## config.mk

```make
export PLATFORM = sky130hd
export DESIGN_NAME = mem_req_tracker
export DESIGN_NICKNAME = d
export VERILOG_FILES = /design/src/rtl/mem_req_tracker_pkg.sv /design/src/rtl/mem_req_tracker_fifo.sv /design/src/rtl/mem_req_tracker.sv
export SDC_FILE = /design/constraint.sdc
export NUM_CORES = 1
export LEC_CHECK = 0
export ABC_CLOCK_PERIOD_IN_PS = 7370
export BUFFER_PORTS_ARGS = -buffer_cell sky130_fd_sc_hd__buf_2
export CORE_UTILIZATION = 50
export DETAILED_ROUTE_END_ITERATION = 10
export PLACE_DENSITY = 0.83
export SKIP_LAST_GASP = 1
export SLEW_MARGIN = 10
export SYNTH_ARGS = -nofsm -noshare
export SYNTH_HDL_FRONTEND = slang
export SYNTH_HIERARCHICAL = 1
export SYNTH_SLANG_ARGS = --single-unit
export TNS_END_PERCENT = 10
```

## constraint.sdc

```tcl
create_clock -name clk -period 7.37 [get_ports clk]
set_input_delay 0.3685 -clock clk [delete_from_list [all_inputs] [get_ports clk]]
set_output_delay 0.3685 -clock clk [all_outputs]
set_load 0.01 [all_outputs]
```

## src/rtl/mem_req_tracker_pkg.sv

```systemverilog
// mem_req_tracker_pkg
// Shared definitions for the data-side request tracker:
//   - sram-like size codes (SIZE_B / SIZE_H / SIZE_W)
//   - outstanding-request FIFO entry layout and field widths
//   - issue FSM state encoding
package mem_req_tracker_pkg;

  // Byte-count codes carried on es_req_size / data_size
  localparam logic [1:0] SIZE_B = 2'd0;
  localparam logic [1:0] SIZE_H = 2'd1;
  localparam logic [1:0] SIZE_W = 2'd2;

  // Tracking FIFO entry field widths
  localparam int ENTRY_WR_W   = 1;
  localparam int ENTRY_KILL_W = 1;
  localparam int ENTRY_W      = ENTRY_WR_W + ENTRY_KILL_W;

  // One outstanding request: was it a store, and has it been flushed
  typedef struct packed {
    logic wr;
    logic kill;
  } req_entry_t;

  // Issue FSM: IDLE waits for an op, HOLD drives it on the bus until addr_ok
  typedef enum logic {
    ST_IDLE = 1'b0,
    ST_HOLD = 1'b1
  } state_t;

endpackage

```

## src/rtl/mem_req_tracker_fifo.sv

```systemverilog
// req_track_fifo
// DEPTH x 2-bit FIFO of outstanding requests (addr_ok seen, data_ok pending).
// Ports:
//   clk, reset        : clock, synchronous active-high reset
//   push, push_wr,
//   push_kill         : enqueue one entry (ignored when full)
//   pop               : dequeue head entry (ignored when empty)
//   kill_all          : mark every stored entry as killed
//   head_wr, head_kill: fields of the current head entry
//   count             : occupancy, 0..DEPTH
//   full, empty       : occupancy flags
module req_track_fifo
  import mem_req_tracker_pkg::*;
#(
  parameter int DEPTH = 4
) (
  input  logic                     clk,
  input  logic                     reset,
  input  logic                     push,
  input  logic                     push_wr,
  input  logic                     push_kill,
  input  logic                     pop,
  input  logic                     kill_all,
  output logic                     head_wr,
  output logic                     head_kill,
  output logic [$clog2(DEPTH):0]   count,
  output logic                     full,
  output logic                     empty
);

  localparam int PW = $clog2(DEPTH);
  localparam int CW = PW + 1;

  req_entry_t        mem [DEPTH];
  logic [PW-1:0]     wr_ptr;
  logic [PW-1:0]     rd_ptr;
  logic [CW-1:0]     cnt;
  logic              do_push;
  logic              do_pop;
  req_entry_t        head;

  assign full    = (cnt == CW'(DEPTH));
  assign empty   = (cnt == '0);
  assign do_push = push && !full;
  assign do_pop  = pop && !empty;
  assign head    = mem[rd_ptr];
  assign head_wr   = head.wr;
  assign head_kill = head.kill;
  assign count     = cnt;

  // kill_all touches every slot, including empty ones; a later push
  // overwrites the whole slot so a stale kill bit never leaks. The push
  // write comes after the kill loop so the new entry's own kill bit wins.
  // DEPTH is a power of two, so pointers wrap naturally.
  always_ff @(posedge clk) begin
    if (reset) begin
      wr_ptr <= '0;
      rd_ptr <= '0;
      cnt    <= '0;
      for (int i = 0; i < DEPTH; i++) begin
        mem[i] <= '0;
      end
    end else begin
      if (kill_all) begin
        for (int i = 0; i < DEPTH; i++) begin
          mem[i].kill <= 1'b1;
        end
      end
      if (do_push) begin
        mem[wr_ptr] <= '{wr: push_wr, kill: push_kill};
        wr_ptr      <= wr_ptr + PW'(1);
      end
      if (do_pop) begin
        rd_ptr <= rd_ptr + PW'(1);
      end
      case ({do_push, do_pop})
        2'b10:   cnt <= cnt + CW'(1);
        2'b01:   cnt <= cnt - CW'(1);
        default: cnt <= cnt;
      endcase
    end
  end

endmodule

```

## src/rtl/mem_req_tracker.sv

```systemverilog
// mem_req_tracker
// Data-side request issuer/tracker between the execute stage and an
// sram-like data bus. Up to DEPTH requests may be outstanding; requests
// hit by a pipeline flush have their late responses swallowed.
// Optional feature macro: MEM_REQ_STALL_CNT_EN builds the stall counter;
// without it perf_stall_cnt is tied to 0.
// Ports:
//   clk, reset            : clock, synchronous active-high reset
//   es_req_*              : op from execute stage (valid/ready handshake)
//   flush                 : exception/eret flush from ms/ws
//   data_req .. data_wstrb: sram-like request channel (driven from hold reg)
//   data_addr_ok          : request accepted by the bus
//   data_data_ok,
//   data_rdata            : response from the bus
//   ms_resp_valid/wr/rdata: one-cycle response to the memory stage
//   outstanding           : tracking FIFO occupancy
//   idle                  : nothing held and nothing outstanding
//   proto_err             : sticky, data_ok seen with nothing outstanding
//   perf_stall_cnt        : request-stall cycle counter
module mem_req_tracker
  import mem_req_tracker_pkg::*;
#(
  parameter int DEPTH  = 4,
  parameter int ADDR_W = 32,
  parameter int DATA_W = 32
) (
  input  logic                   clk,
  input  logic                   reset,
  input  logic                   es_req_valid,
  output logic                   es_req_ready,
  input  logic                   es_req_wr,
  input  logic [1:0]             es_req_size,
  input  logic [ADDR_W-1:0]      es_req_addr,
  input  logic [DATA_W-1:0]      es_req_wdata,
  input  logic [DATA_W/8-1:0]    es_req_wstrb,
  input  logic                   flush,
  output logic                   data_req,
  output logic                   data_wr,
  output logic [1:0]             data_size,
  output logic [ADDR_W-1:0]      data_addr,
  output logic [DATA_W-1:0]      data_wdata,
  output logic [DATA_W/8-1:0]    data_wstrb,
  input  logic                   data_addr_ok,
  input  logic                   data_data_ok,
  input  logic [DATA_W-1:0]      data_rdata,
  output logic                   ms_resp_valid,
  output logic                   ms_resp_wr,
  output logic [DATA_W-1:0]      ms_resp_rdata,
  output logic [$clog2(DEPTH):0] outstanding,
  output logic                   idle,
  output logic                   proto_err,
  output logic [31:0]            perf_stall_cnt
);

  localparam int CW = $clog2(DEPTH) + 1;
  localparam int SW = DATA_W / 8;

  state_t              state;
  logic                hold_wr;
  logic [1:0]          hold_size;
  logic [ADDR_W-1:0]   hold_addr;
  logic [DATA_W-1:0]   hold_wdata;
  logic [SW-1:0]       hold_wstrb;
  logic                hold_kill;

  logic [CW-1:0]       fifo_count;
  logic                fifo_full;
  logic                fifo_empty;
  logic                head_wr;
  logic                head_kill;

  logic                addr_hs;
  logic                accept;
  logic                resp_pop;

  // Gating on fifo_full is what keeps a push-when-full impossible.
  assign data_req   = (state == ST_HOLD) && !fifo_full;
  assign data_wr    = hold_wr;
  assign data_size  = hold_size;
  assign data_addr  = hold_addr;
  assign data_wdata = hold_wdata;
  assign data_wstrb = hold_wstrb;

  assign addr_hs     = data_req && data_addr_ok;
  assign accept      = es_req_valid && es_req_ready;
  assign resp_pop    = data_data_ok && !fifo_empty;
  assign outstanding = fifo_count;
  assign idle        = (state == ST_IDLE) && fifo_empty;

  // In HOLD a new op can only be taken in the cycle the held one leaves on
  // addr_ok; reset forces ready low so no op is accepted while clearing.
  always_comb begin
    es_req_ready = 1'b0;
    if (!reset) begin
      case (state)
        ST_IDLE: es_req_ready = !flush;
        ST_HOLD: es_req_ready = addr_hs && !flush;
        default: es_req_ready = 1'b0;
      endcase
    end
  end

  // A flush that coincides with the push is folded into the pushed entry,
  // since kill_all only reaches entries already stored.
  req_track_fifo #(
    .DEPTH (DEPTH)
  ) u_fifo (
    .clk       (clk),
    .reset     (reset),
    .push      (addr_hs),
    .push_wr   (hold_wr),
    .push_kill (hold_kill || flush),
    .pop       (resp_pop),
    .kill_all  (flush),
    .head_wr   (head_wr),
    .head_kill (head_kill),
    .count     (fifo_count),
    .full      (fifo_full),
    .empty     (fifo_empty)
  );

  // Issue FSM and hold register. A held request is never withdrawn by a
  // flush; it is only marked so its eventual response is dropped.
  always_ff @(posedge clk) begin
    if (reset) begin
      state      <= ST_IDLE;
      hold_wr    <= 1'b0;
      hold_size  <= SIZE_B;
      hold_addr  <= '0;
      hold_wdata <= '0;
      hold_wstrb <= '0;
      hold_kill  <= 1'b0;
    end else begin
      if (accept) begin
        hold_wr    <= es_req_wr;
        hold_size  <= es_req_size;
        hold_addr  <= es_req_addr;
        hold_wdata <= es_req_wdata;
        hold_wstrb <= es_req_wstrb;
        hold_kill  <= 1'b0;
      end
      case (state)
        ST_IDLE: begin
          if (accept) begin
            state <= ST_HOLD;
          end
        end
        ST_HOLD: begin
          if (accept) begin
            state <= ST_HOLD;
          end else if (addr_hs) begin
            state <= ST_IDLE;
          end else if (flush) begin
            hold_kill <= 1'b1;
          end
        end
        default: state <= ST_IDLE;
      endcase
    end
  end

  // Response register. The kill check includes a same-cycle flush so a
  // flush racing data_ok for the head entry still swallows it.
  always_ff @(posedge clk) begin
    if (reset) begin
      ms_resp_valid <= 1'b0;
      ms_resp_wr    <= 1'b0;
      ms_resp_rdata <= '0;
    end else begin
      ms_resp_valid <= resp_pop && !(head_kill || flush);
      ms_resp_wr    <= resp_pop && head_wr;
      if (resp_pop) begin
        ms_resp_rdata <= data_rdata;
      end
    end
  end

  always_ff @(posedge clk) begin
    if (reset) begin
      proto_err <= 1'b0;
    end else if (data_data_ok && fifo_empty) begin
      proto_err <= 1'b1;
    end
  end

`ifdef MEM_REQ_STALL_CNT_EN
  // Counts cycles where a request is waiting, either on the bus or
  // behind a full tracking FIFO; wraps at 2^32.
  always_ff @(posedge clk) begin
    if (reset) begin
      perf_stall_cnt <= '0;
    end else if ((data_req && !data_addr_ok) ||
                 ((state == ST_HOLD) && fifo_full)) begin
      perf_stall_cnt <= perf_stall_cnt + 32'd1;
    end
  end
`else
  assign perf_stall_cnt = 32'd0;
`endif

endmodule

```

==> impl_results.md, run 1 <==
* Average wire length per cell after detail routing at between 10 and 15 um
* Final design area excluding fillers at slightly below 7000 um^2
* Power density cells at 236 nW/um^2
* Final total power at 1.60 mW
* Maximum clock skew at final layout at a little under 0.007 ns
* Most common library cell in the layout ignoring fill and taps: buf_2
* Top library cells by usage in the layout, fill and taps aside: buf_2, dfxtp_1, nor2b_1
* Worst setup path category: flip-flop to flip-flop
* Count of maximum capacitance violations at 0
* Remaining DRCs at 0
* Hold-fix buffers, CTS at 0
* Main area contributors after synthesis: dfxtp_1, mux2_2, nor2b_1, nand2_1, buf_4
* Area occupied by multi-input gates at ~2300 um^2
* Fraction of registers with async set/reset at 0%
* Reg area at 2550 um^2
* Setup-failing EPs final at 0
* Residual overflow from global routing at 0
* Required time at the worst-slack endpoint at 7.79 ns
* Part of the Yosys area used for sequential elements at 48.4%
* Clock tree from TritonCTS: yes
* Number of placed I/O pins at between 200 and 300
* Horizontal die dimension at 105 um
* Clock network latency to the later pin of the worst-skew pair at ~0.5 ns
* Fraction of layout cells with a size suffix above 1 at 44.8%
* Number of global-route vias before repair at between 4000 and 5000
* Avg Inst Size Synth at 10.3 um^2
* Number of synthesis warnings at 6
* Area inside the core boundary at 10300 um^2
* Distinct cells, synth at 41
* Initial DRT Pass Iterations at 4
* Count of mapped cells out of synthesis at slightly above 500
* Critical path startpoint category: flip-flop
* Number of buffers inserted during clock tree synthesis at 17
* Vias/cell at slightly below 5
* Vias at 4199
* Final critical path time including I/O delays and setup at around 3.2 ns
* Final cell utilization of the core at ~66%
* Final Hold Fails at 0
* Fin crit share at approximately 44%
* Total Neg Setup Slack at 0 ns
* Number of synthesized register bits at around 130
* Number of sinks on the clock net at about 130
* Post-CTS Setup Inserts at 0
* Die outline area at 11000 um^2
* Static leakage at 3.33 nW
* Class of the most critical hold timing path: input port to flip-flop
* Synth-to-layout area growth at 28.4%
* Count of instances resized after the clock tree is built at 0
* Count of filler cells inserted in the layout at 833
* Total track usage at 21.0%
* CP max FO at 35
* Row count at 37
* Master cell of the clock root buffer: clkbuf_8
* Post-synthesis instance area at 5270 um^2
* Tightest slew margin relative to the limit at 40.1%
* Number of I/O port buffers at 220
* Nets@finish at 838
* Maximum ir drop on the vdd rail at between 0.00015 and 0.0002 V
* Clock Pin Slew Worst Setup and Hold Paths at 0.05 ns
* Vert. Die Dim at 105 um
* Peak Freq at just over 300 MHz
* Pin count of the biggest net entering global routing at 73
* Maximum clock insertion buffer count at 2
* Final antenna-violating net count at 0
* Instance area at placement at 6240 um^2
* Most area-hungry cell type in the Yosys netlist: dfxtp_1
* Gp weighted congestion at roughly 0.77
* Top flip-flop cell by instance count after synthesis: dfxtp_1
* DRT Wirelength at 11.6 mm
* Endpoint type of the worst setup path: flip-flop
* Status: finished, final reports clean
* Initial antenna violation count at 0
* Share of the synthesized area in the top cell type at between 40% and 50%
* First-pass GRT wire length at 18.3 mm
* Arrival time at the worst endpoint at 3.65 ns
* Detailed-placement wirelength estimate at 8.24 mm
* Number of enable flip-flop cells after synthesis at 5
* Antenna cell count at 0
* Slew at the pin with the worst max-slew slack at ~0.90 ns
* Maximum level of the CTS H-tree at 4
* Drt initial violations at 209
* Effective utilization at floorplan at 51.3%
* Setup repair after global routing missed its margin: no
* Total count of max-transition violations in the final report at 0
==> through the flow <==
stage	hold slack [ns]	setup WS (ns)	std cells
after floorplan	0.446	4.63	543
after global placement	0.438	4.39	840
after detailed placement	0.446	4.18	840
after CTS	0.0445	4.16	871
after global routing	0.0456	3.92	871
final	0.0725	4.15	871
==> cell usage after synthesis, types with 2 or more instances <==
cell type,count
a21o_2,3
a21oi_1,37
a311oi_1,7
and2_1,6
and2b_1,2
buf_2,7
buf_4,33
buf_6,10
clkbuf_1,12
dfxtp_1,120
edfxtp_1,5
ha_1,5
inv_1,13
mux2_1,6
mux2_2,65
mux2i_1,2
mux4_2,2
nand2_1,67
nand2b_1,6
nor2_1,9
nor2b_1,70
nor3_1,2
o21ai_0,3
xor2_1,3
==> state kept, by name (all words and copies together), names as in the netlist, 2 cells and up, named ones only <==
signal / cells
data_addr: 32
data_size: 2
data_wdata: 32
data_wstrb: 4
ms_resp_rdata: 32
u_fifo/count: 3
u_fifo/mem: 8
u_fifo/rd_ptr: 2
u_fifo/wr_ptr: 2
==> cell families (layout without fill, tap and decap cells) <==
logic type | after synthesis | after routing | share of synthesized area [%]
multiplexers | 76 | 76 | 16.7
adder cells (fa/ha/maj) | 6 | 6 | 1.57
buffers and inverters | 76 | 268 | 9.35
AO/OA/AOI/OAI | 54 | 54 | 6.36
XOR/XNOR | 3 | 3 | 0.498
other | 1 | 32 | 0.0711
AND/OR/NAND/NOR | 171 | 171 | 17.1
flip-flops | 125 | 125 | 48.4
==> power breakdown <==
group          internal (mW)  switching (mW)
Sequential             0.709          0.0123
Combinational         0.0727          0.0722
Clock                  0.458           0.272
Total                   1.24           0.357
==> per-layer routing <==
| metal | vias up | global-route usage, % | routed length [um] | share of wire [%] |
|---|---|---|---|---|
| li1 | 2043 | - | - | - |
| met2 | 199 | 36.8 | 5860 | 51 |
| met1 | 1941 | 22.0 | 4530 | 39 |
| met4 | 0 | 9.66 | 196 | 1.7 |
| met3 | 16 | 8.36 | 993 | 8.6 |
| met5 | - | 0 | 0 | 0 |
==> final cells by class <==
| type | instances | share of cell area, % |
|---|---|---|
| clock buffers | 23 | 6.75 |
| clock inverters | 8 | 0.998 |
| inverters | 14 | 0.776 |
| multi-input cells | 342 | 34.6 |
| flip-flops and latches | 125 | 37.7 |
| well taps | 136 | 2.51 |
| repair buffers | 223 | 16.6 |
==> worst max-delay path, stage by stage (launching register included) <==
cell	delay (ns)
dfxtp_1	0.43
nor3_1	0.13
nand2b_1	0.16
buf_4	0.24
inv_2	0.45
o31ai_1	0.23
inv_1	0.11
ha_1	0.18
inv_1	0.07
fa_1	0.37
xor2_1	0.17
or3_2	0.41
a21oi_1	0.16
==> path summary, 6_finish.rpt <==
kind / cells after the start / startpoint / endpoint / slack [ns]
setup / recovery: 12 / u_fifo/count[0]$_SDFFE_PP0P_ / u_fifo/count[2]$_SDFFE_PP0P_ / 4.15
setup reg to reg: 12 / u_fifo/count[0]$_SDFFE_PP0P_ / u_fifo/count[2]$_SDFFE_PP0P_ / 4.15
hold reg to reg: 2 / ms_resp_rdata[23]$_SDFFE_PP0P_ / ms_resp_rdata[23]$_SDFFE_PP0P_ / 0.45
hold / removal: 2 / es_req_wdata[30] / data_wdata[30]$_SDFFE_PP0P_ / 0.07
Power figures use the tool's default switching activity.
==> run 2: changes to the inputs <==
--- a/config.mk
+++ b/config.mk
@@ -5,11 +5,11 @@
 export SDC_FILE = /design/constraint.sdc
 export NUM_CORES = 1
 export LEC_CHECK = 0
-export ABC_CLOCK_PERIOD_IN_PS = 7370
+export ABC_CLOCK_PERIOD_IN_PS = 3380
 export BUFFER_PORTS_ARGS = -buffer_cell sky130_fd_sc_hd__buf_2
-export CORE_UTILIZATION = 50
+export CORE_UTILIZATION = 46
 export DETAILED_ROUTE_END_ITERATION = 10
-export PLACE_DENSITY = 0.83
+export PLACE_DENSITY = 0.77
 export SKIP_LAST_GASP = 1
 export SLEW_MARGIN = 10
 export SYNTH_ARGS = -nofsm -noshare
==> constraint.sdc (replaced) <==
create_clock -name clk -period 3.38 [get_ports clk]
set_input_delay 0.169 -clock clk [delete_from_list [all_inputs] [get_ports clk]]
set_output_delay 0.169 -clock clk [all_outputs]
set_load 0.01 [all_outputs]
==> run 2 against run 1 <==
- design area grew 13%
- cell count grew 10%
- critical path depth shrank 1
- total power grew 120%
- register-to-register slack lost 3.7 ns
- clock skew shrank 0.0025 ns
- sequential power grew 120%
==> impl_results.md, run 2 (same netlist as run 1, synthesis figures left out) <==
* Clock Pin Slew Worst Setup and Hold Paths at 0.05 ns (about the same)
* Vias/cell at 4.77 (-1.1%)
* Master cell of the clock root buffer: clkbuf_16
* Class of the most critical hold timing path: input port to flip-flop
* Final Hold Fails at 0 (unchanged)
* Highest cell delay on the worst timing path at 0.50 ns (+0.05 ns)
* Gate family responsible for the most delay along the worst path: simple AND/OR/NAND/NOR gates
* Number of sinks on the clock net at 125 (unchanged)
* Detailed-placement wirelength estimate at 8.62 mm (+4.6%)
* Clock tree from TritonCTS: yes
* Count of maximum capacitance violations at 0 (unchanged)
* Power density cells at 468 nW/um^2 (+98%)
* Maximum level of the CTS H-tree at 4 (unchanged)
* Static leakage at 3.69 nW (+11%)
* Standard cell with the maximum stage delay on the critical path: nor3_1
* Required time at the worst-slack endpoint at 3.71 ns (-4.08 ns)
* Total count of max-transition violations in the final report at 0 (unchanged)
* Post-CTS Setup Inserts at 0 (unchanged)
* Fraction of layout cells with a size suffix above 1 at 40.0% (-4.8 points)
* Most prevalent standard cell on the critical path: inv_1
* Most common library cell in the layout ignoring fill and taps: buf_2
* Number of global-route vias before repair at 4522 (+9.5%)
* Number of placed I/O pins at 253 (unchanged)
* Residual overflow from global routing at 0 (unchanged)
* CP max FO at 9 (-74%)
* DRT Wirelength at 14.0 mm (+21%)
* Initial DRT Pass Iterations at 4 (unchanged)
* Final critical path time including I/O delays and setup at 2.94 ns (-0.289 ns)
* Total track usage at 23.1% (+2.1 points)
* Top library cells by usage in the layout, fill and taps aside: buf_2, dfxtp_1, dlygate4sd3_1
* Maximum ir drop on the vdd rail at 0.000361 V (+120%)
* Row count at 38 (+2.7%)
* Pin count of the biggest net entering global routing at 61 (-16%)
* Portion of total power attributed to sequential cells at 44.1% (-1.1 points)
* Number of I/O port buffers at 220 (unchanged)
* Count of placed standard cells in the final layout, fillers left out at 960 (+10%)
* Logic gate share of total power at 11.4% (+2.3 points)
* First-pass GRT wire length at 20.9 mm (+14%)
* Peak Freq at 341 MHz (+9.8%)
* Clock group share of total power at 44.5% (-1.3 points)
* Arrival time at the worst endpoint at 3.26 ns (-0.39 ns)
* Drt initial violations at 197 (-5.7%)
* Maximum clock skew at final layout at 0.00442 ns (-0.00250 ns)
* Remaining DRCs at 0 (unchanged)
* Count of buffering cells on the critical path with inverters included at 3 (-1)
* Die outline area at 11900 um^2 (+8.5%)
* Slew at the pin with the worst max-slew slack at 0.655 ns (-0.244 ns)
* Clock network latency to the later pin of the worst-skew pair at 0.40 ns (-0.10 ns)
* Horizontal die dimension at 109 um (+4.2%)
* Initial antenna violation count at 0 (unchanged)
* Average wire length per cell after detail routing at 14.6 um (+9.5%)
* Vias at 4577 (+9.0%)
* Cell breakdown of the critical path: or3b_1, inv_1, nor3_1, and2_4, inv_1, ha_1, inv_1, fa_1, xor2_1, or3_2, a21oi_1
* Worst hold slack at 0.0172 ns (-0.0552 ns)
* Fin crit share at 86.8% (+43 points)
* Worst setup path category: flip-flop to flip-flop
* Number of buffers inserted during clock tree synthesis at 17 (unchanged)
* Total Neg Setup Slack at 0 ns (unchanged)
* Vert. Die Dim at 109 um (+4.2%)
* Setup-failing EPs final at 0 (unchanged)
* Final antenna-violating net count at 0 (unchanged)
* Tightest slew margin relative to the limit at 56.3% (+16 points)
* Nets@finish at 926 (+11%)
* Antenna cell count at 0 (unchanged)
* Gp weighted congestion at 0.823 (+7.2%)
* Area inside the core boundary at 11000 um^2 (+6.9%)
* Status: finished, final reports clean
* Maximum clock insertion buffer count at 2 (unchanged)
* Synth-to-layout area growth at 45.0%
* Share of total power consumed by net switching at 22.1% (-0.24 points)
* Effective utilization at floorplan at 48.0% (-3.3 points)
* Critical path startpoint category: flip-flop
* Endpoint type of the worst setup path: flip-flop
* Internal power at 2.79 mW (+120%)
* Setup repair after global routing missed its margin: no
* Sw power at 0.790 mW (+120%)
* Total instance count after detailed placement at 846 (+0.71%)
## run 2: cell count changes in the layout (fill, tap and decap cells not counted), sizes merged
cell / before / now
clkinv: 6 / 2
dlygate4sd3: 0 / 86
clkinvlp: 1 / 0
buf: 223 / 225
clkbuf: 23 / 26
bufinv: 1 / 0
## run 2: tightest hold or removal path, cell delays in order
cell and delay [ns]:
buf_2 0.09, nand2_1 0.05, a21oi_1 0.06
## run 2: timing repair
item / CTS / global route
hold endpoints to repair: 86 / 0
hold buffers: 86 / 0
gates resized for setup: 0 / 0
setup endpoints to repair: 0 / 0
## run 2: final timing paths
kind                                          to                           start  slack (ns)  depth (start not counted)
hold reg to reg   ms_resp_rdata[31]$_SDFFE_PP0P_  ms_resp_rdata[31]$_SDFFE_PP0P_        0.45                          2
hold / removal     ms_resp_rdata[9]$_SDFFE_PP0P_                   data_rdata[9]        0.02                          3
setup / recovery    u_fifo/count[2]$_SDFFE_PP0P_    u_fifo/count[0]$_SDFFE_PP0P_        0.44                         11
setup reg to reg    u_fifo/count[2]$_SDFFE_PP0P_    u_fifo/count[0]$_SDFFE_PP0P_        0.44                         11
## run 2: power by group through the flow
stage,Sequential [mW],Combinational [mW],Clock [mW]
global route,1.58,0.441,1.69
CTS,1.57,0.399,1.63
global placement,1.60,0.313,0
detailed placement,1.60,0.320,0
finish,1.58,0.406,1.59
floorplan,1.63,0.185,0
## run 2: final cells by class
cell class / instances / area (um^2)
Fill cell: 771 / 3340
Inverter: 14 / 52.6
Sequential cell: 125 / 2550
Timing Repair Buffer: 311 / 2000
Tap cell: 140 / 175
Clock buffer: 26 / 509
Multi-Input combinational cell: 342 / 2340
Clock inverter: 2 / 10.0
## run 2: metal layers
| metal | GRT usage (%) | vias to the layer above | routed length, um | share of wire [%] |
|---|---|---|---|---|
| met3 | 6.99 | 31 | 996 | 7.1 |
| met5 | 0 | - | 0 | 0 |
| met1 | 23.5 | 2131 | 5350 | 38 |
| li1 | - | 2218 | - | - |
| met4 | 11.4 | 0 | 327 | 2.3 |
| met2 | 42.6 | 197 | 7300 | 52 |
## run 2: per-stage QoR
stage / power (mW) / setup slack (ns) / area [um^2] / util [%]
after global placement: 1.91 / 0.632 / 6260 / 57.0
after floorplan: 1.81 / 0.640 / 5390 / -
after detailed placement: 1.92 / 0.493 / 6260 / 57.0
final: 3.58 / 0.445 / 7640 / 69.6
after CTS: 3.60 / 0.438 / 7640 / 69.6
after global routing: 3.72 / 0.167 / 7640 / 69.6
==> run 3: changes to the inputs <==
--- a/config.mk
+++ b/config.mk
@@ -5,11 +5,11 @@
 export SDC_FILE = /design/constraint.sdc
 export NUM_CORES = 1
 export LEC_CHECK = 0
-export ABC_CLOCK_PERIOD_IN_PS = 3380
+export ABC_CLOCK_PERIOD_IN_PS = 3600
 export BUFFER_PORTS_ARGS = -buffer_cell sky130_fd_sc_hd__buf_2
-export CORE_UTILIZATION = 46
+export CORE_UTILIZATION = 50
 export DETAILED_ROUTE_END_ITERATION = 10
-export PLACE_DENSITY = 0.77
+export PLACE_DENSITY = 0.83
 export SKIP_LAST_GASP = 1
 export SLEW_MARGIN = 10
 export SYNTH_ARGS = -nofsm -noshare
==> constraint.sdc (replaced) <==
create_clock -name clk -period 3.6 [get_ports clk]
set_input_delay 0.18 -clock clk [delete_from_list [all_inputs] [get_ports clk]]
set_output_delay 0.18 -clock clk [all_outputs]
set_load 0.01 [all_outputs]
==> run 3 against run 2 <==
- flip-flop and latch count unchanged
- die area is 7.9% lower
- clock-buffer cell count decreased by 3
- setup slack better by 0.22 ns
- clock power shrank 4%
- critical path depth is the same
- via count increased by 4.7%
- sequential share of layout area down 0.95 points
- cell count increased by 2.0%
==> impl_results.md, run 3 (same netlist as run 1, synthesis figures left out) <==
* Status: finished, final reports clean
* Tightest slew margin relative to the limit at 57.6% (+1.2 points)
* Most prevalent standard cell on the critical path: inv_1
* Reg2Reg Setup Slack at 0.67 ns (+0.22 ns)
* Maximum clock skew at final layout at 0.0113 ns (+0.00690 ns)
* Worst setup path category: flip-flop to flip-flop
* Class of the most critical hold timing path: input port to flip-flop
* Total instance count after detailed placement at 842 (-0.47%)
* Total Neg Setup Slack at 0 ns (unchanged)
* Static leakage at 3.79 nW (+2.7%)
* Pin count of the biggest net entering global routing at 62 (+1.6%)
* Arrival time at the worst endpoint at 3.35 ns (+0.09 ns)
* Residual overflow from global routing at 0 (unchanged)
* Hold-fix buffers, CTS at 106 (+23%)
* Initial DRT Pass Iterations at 5 (+1)
* Antenna cell count at 0 (unchanged)
* Horizontal die dimension at 105 um (-4.0%)
* Row count at 37 (-2.6%)
* First-pass GRT wire length at 23.3 mm (+12%)
* Master cell of the clock root buffer: clkbuf_8
* Total count of max-transition violations in the final report at 0 (unchanged)
* Cell breakdown of the critical path: or3b_1, inv_1, nor3_1, and2_4, inv_1, ha_1, inv_1, fa_1, xor2_1, or3_2, a21oi_1
* Average wire length per cell after detail routing at 15.0 um (+3.4%)
* Count of placed standard cells in the final layout, fillers left out at 979 (+2.0%)
* Peak Freq at 341 MHz (+0.15%)
* Final Hold Fails at 0 (unchanged)
* Number of buffers inserted during clock tree synthesis at 17 (unchanged)
* Final cell utilization of the core at 76.6% (+6.9 points)
* CP max FO at 9 (unchanged)
* Endpoint type of the worst setup path: flip-flop
* Count of filler cells inserted in the layout at 612 (-21%)
* Maximum level of the CTS H-tree at 4 (unchanged)
* Fraction of layout cells with a size suffix above 1 at 39.4% (-0.62 points)
* Synth-to-layout area growth at 49.2%
* Number of global-route vias before repair at 4840 (+7.0%)
* Most common library cell in the layout ignoring fill and taps: buf_2
* Post-CTS Setup Inserts at 0 (unchanged)
* Area occupied by multi-input gates at 2340 um^2 (unchanged)
* Setup repair after global routing missed its margin: no
* Top library cells by usage in the layout, fill and taps aside: buf_2, dfxtp_1, dlygate4sd3_1
* Gp weighted congestion at 0.811 (-1.5%)
* Vias/cell at 4.90 (+2.7%)
* Area inside the core boundary at 10300 um^2 (-6.4%)
* Count of maximum capacitance violations at 0 (unchanged)
* Instance area at placement at 6270 um^2 (+0.12%)
* Setup-failing EPs final at 0 (unchanged)
* Die outline area at 11000 um^2 (-7.9%)
* DRT Wirelength at 14.7 mm (+5.4%)
* Number of I/O port buffers at 220 (unchanged)
* Clock network latency to the later pin of the worst-skew pair at 0.51 ns (+0.11 ns)
* Nets@finish at 946 (+2.2%)
* Highest cell delay on the worst timing path at 0.51 ns (about the same)
* Drt initial violations at 267 (+36%)
* Remaining DRCs at 0 (unchanged)
* Required time at the worst-slack endpoint at 4.02 ns (+0.31 ns)
* Vias at 4794 (+4.7%)
* Slew at the pin with the worst max-slew slack at 0.637 ns (-0.0185 ns)
* Clock Pin Slew Worst Setup and Hold Paths at 0.06 ns (about the same)
* Reg area at 2550 um^2 (unchanged)
* Final critical path time including I/O delays and setup at 2.93 ns (-0.00443 ns)
* Clock tree from TritonCTS: yes
* Maximum clock insertion buffer count at 2 (unchanged)
* Effective utilization at floorplan at 51.3% (+3.3 points)
* Count of instances resized after the clock tree is built at 0 (unchanged)
* Final antenna-violating net count at 0 (unchanged)
* Total track usage at 26.9% (+3.8 points)
* Initial antenna violation count at 0 (unchanged)
* Standard cell with the maximum stage delay on the critical path: nor3_1
* Vert. Die Dim at 105 um (-4.0%)
* Power density cells at 433 nW/um^2 (-7.5%)
* Maximum ir drop on the vdd rail at 0.000323 V (-11%)
* Number of placed I/O pins at 253 (unchanged)
* Number of sinks on the clock net at 125 (unchanged)
* Final design area excluding fillers at 7870 um^2 (+2.9%)
* Fin crit share at 81.4% (-5.4 points)
* Detailed-placement wirelength estimate at 8.14 mm (-5.7%)
* Critical path startpoint category: flip-flop
## run 3: final timing paths
check	from	to	depth (start not counted)
hold / removal	reset	data_wdata[30]$_SDFFE_PP0P_	3
setup / recovery	u_fifo/count[0]$_SDFFE_PP0P_	u_fifo/count[2]$_SDFFE_PP0P_	11
setup reg to reg	u_fifo/count[0]$_SDFFE_PP0P_	u_fifo/count[2]$_SDFFE_PP0P_	11
hold reg to reg	ms_resp_rdata[26]$_SDFFE_PP0P_	ms_resp_rdata[26]$_SDFFE_PP0P_	2
## run 3: metal layers
metal	global-route usage, %	wire length, um	share of wire, %
met4	9.66	317	2.2
met2	49.1	7690	52
met1	29.5	5670	38
met3	7.80	1060	7.2
met5	0	0	0
## run 3: through the flow
step           setup slack [ns]  power [mW]  hold slack [ns]
6_report                  0.669        3.40            0.100
5_1_grt                   0.426        3.53           0.0839
4_1_cts                   0.680        3.41           0.0646
3_5_place_dp              0.714        1.80            0.392
3_3_place_gp              0.903        1.79            0.386
2_1_floorplan             0.860        1.70            0.257
## run 3: worst max-delay path, delay by kind of cell (launching register included)
kind,cells,cell delay [ns]
compound gates,1,0.16
xor+xnor,1,0.07
fa+ha+maj,2,0.38
simple gates,4,1.54
buf+inv,3,0.27
flops,1,0.42
## run 3: area by class of cell
cell class | instances | share of cell area (%)
clock inverter | 8 | 0.859
timing repair buffer | 331 | 28.1
inverter | 14 | 0.668
sequential | 125 | 32.4
tap | 136 | 2.16
multi-input combinational | 342 | 29.8
clock buffer | 23 | 5.93
## run 3: where the power goes
part | switching, mW | internal, mW | leakage (nW) | total [mW]
combinational | 0.179 | 0.226 | 2.49 | 0.405
clock | 0.561 | 0.957 | 0.267 | 1.52
sequential | 0.0291 | 1.45 | 1.03 | 1.48
total | 0.769 | 2.63 | 3.79 | 3.40
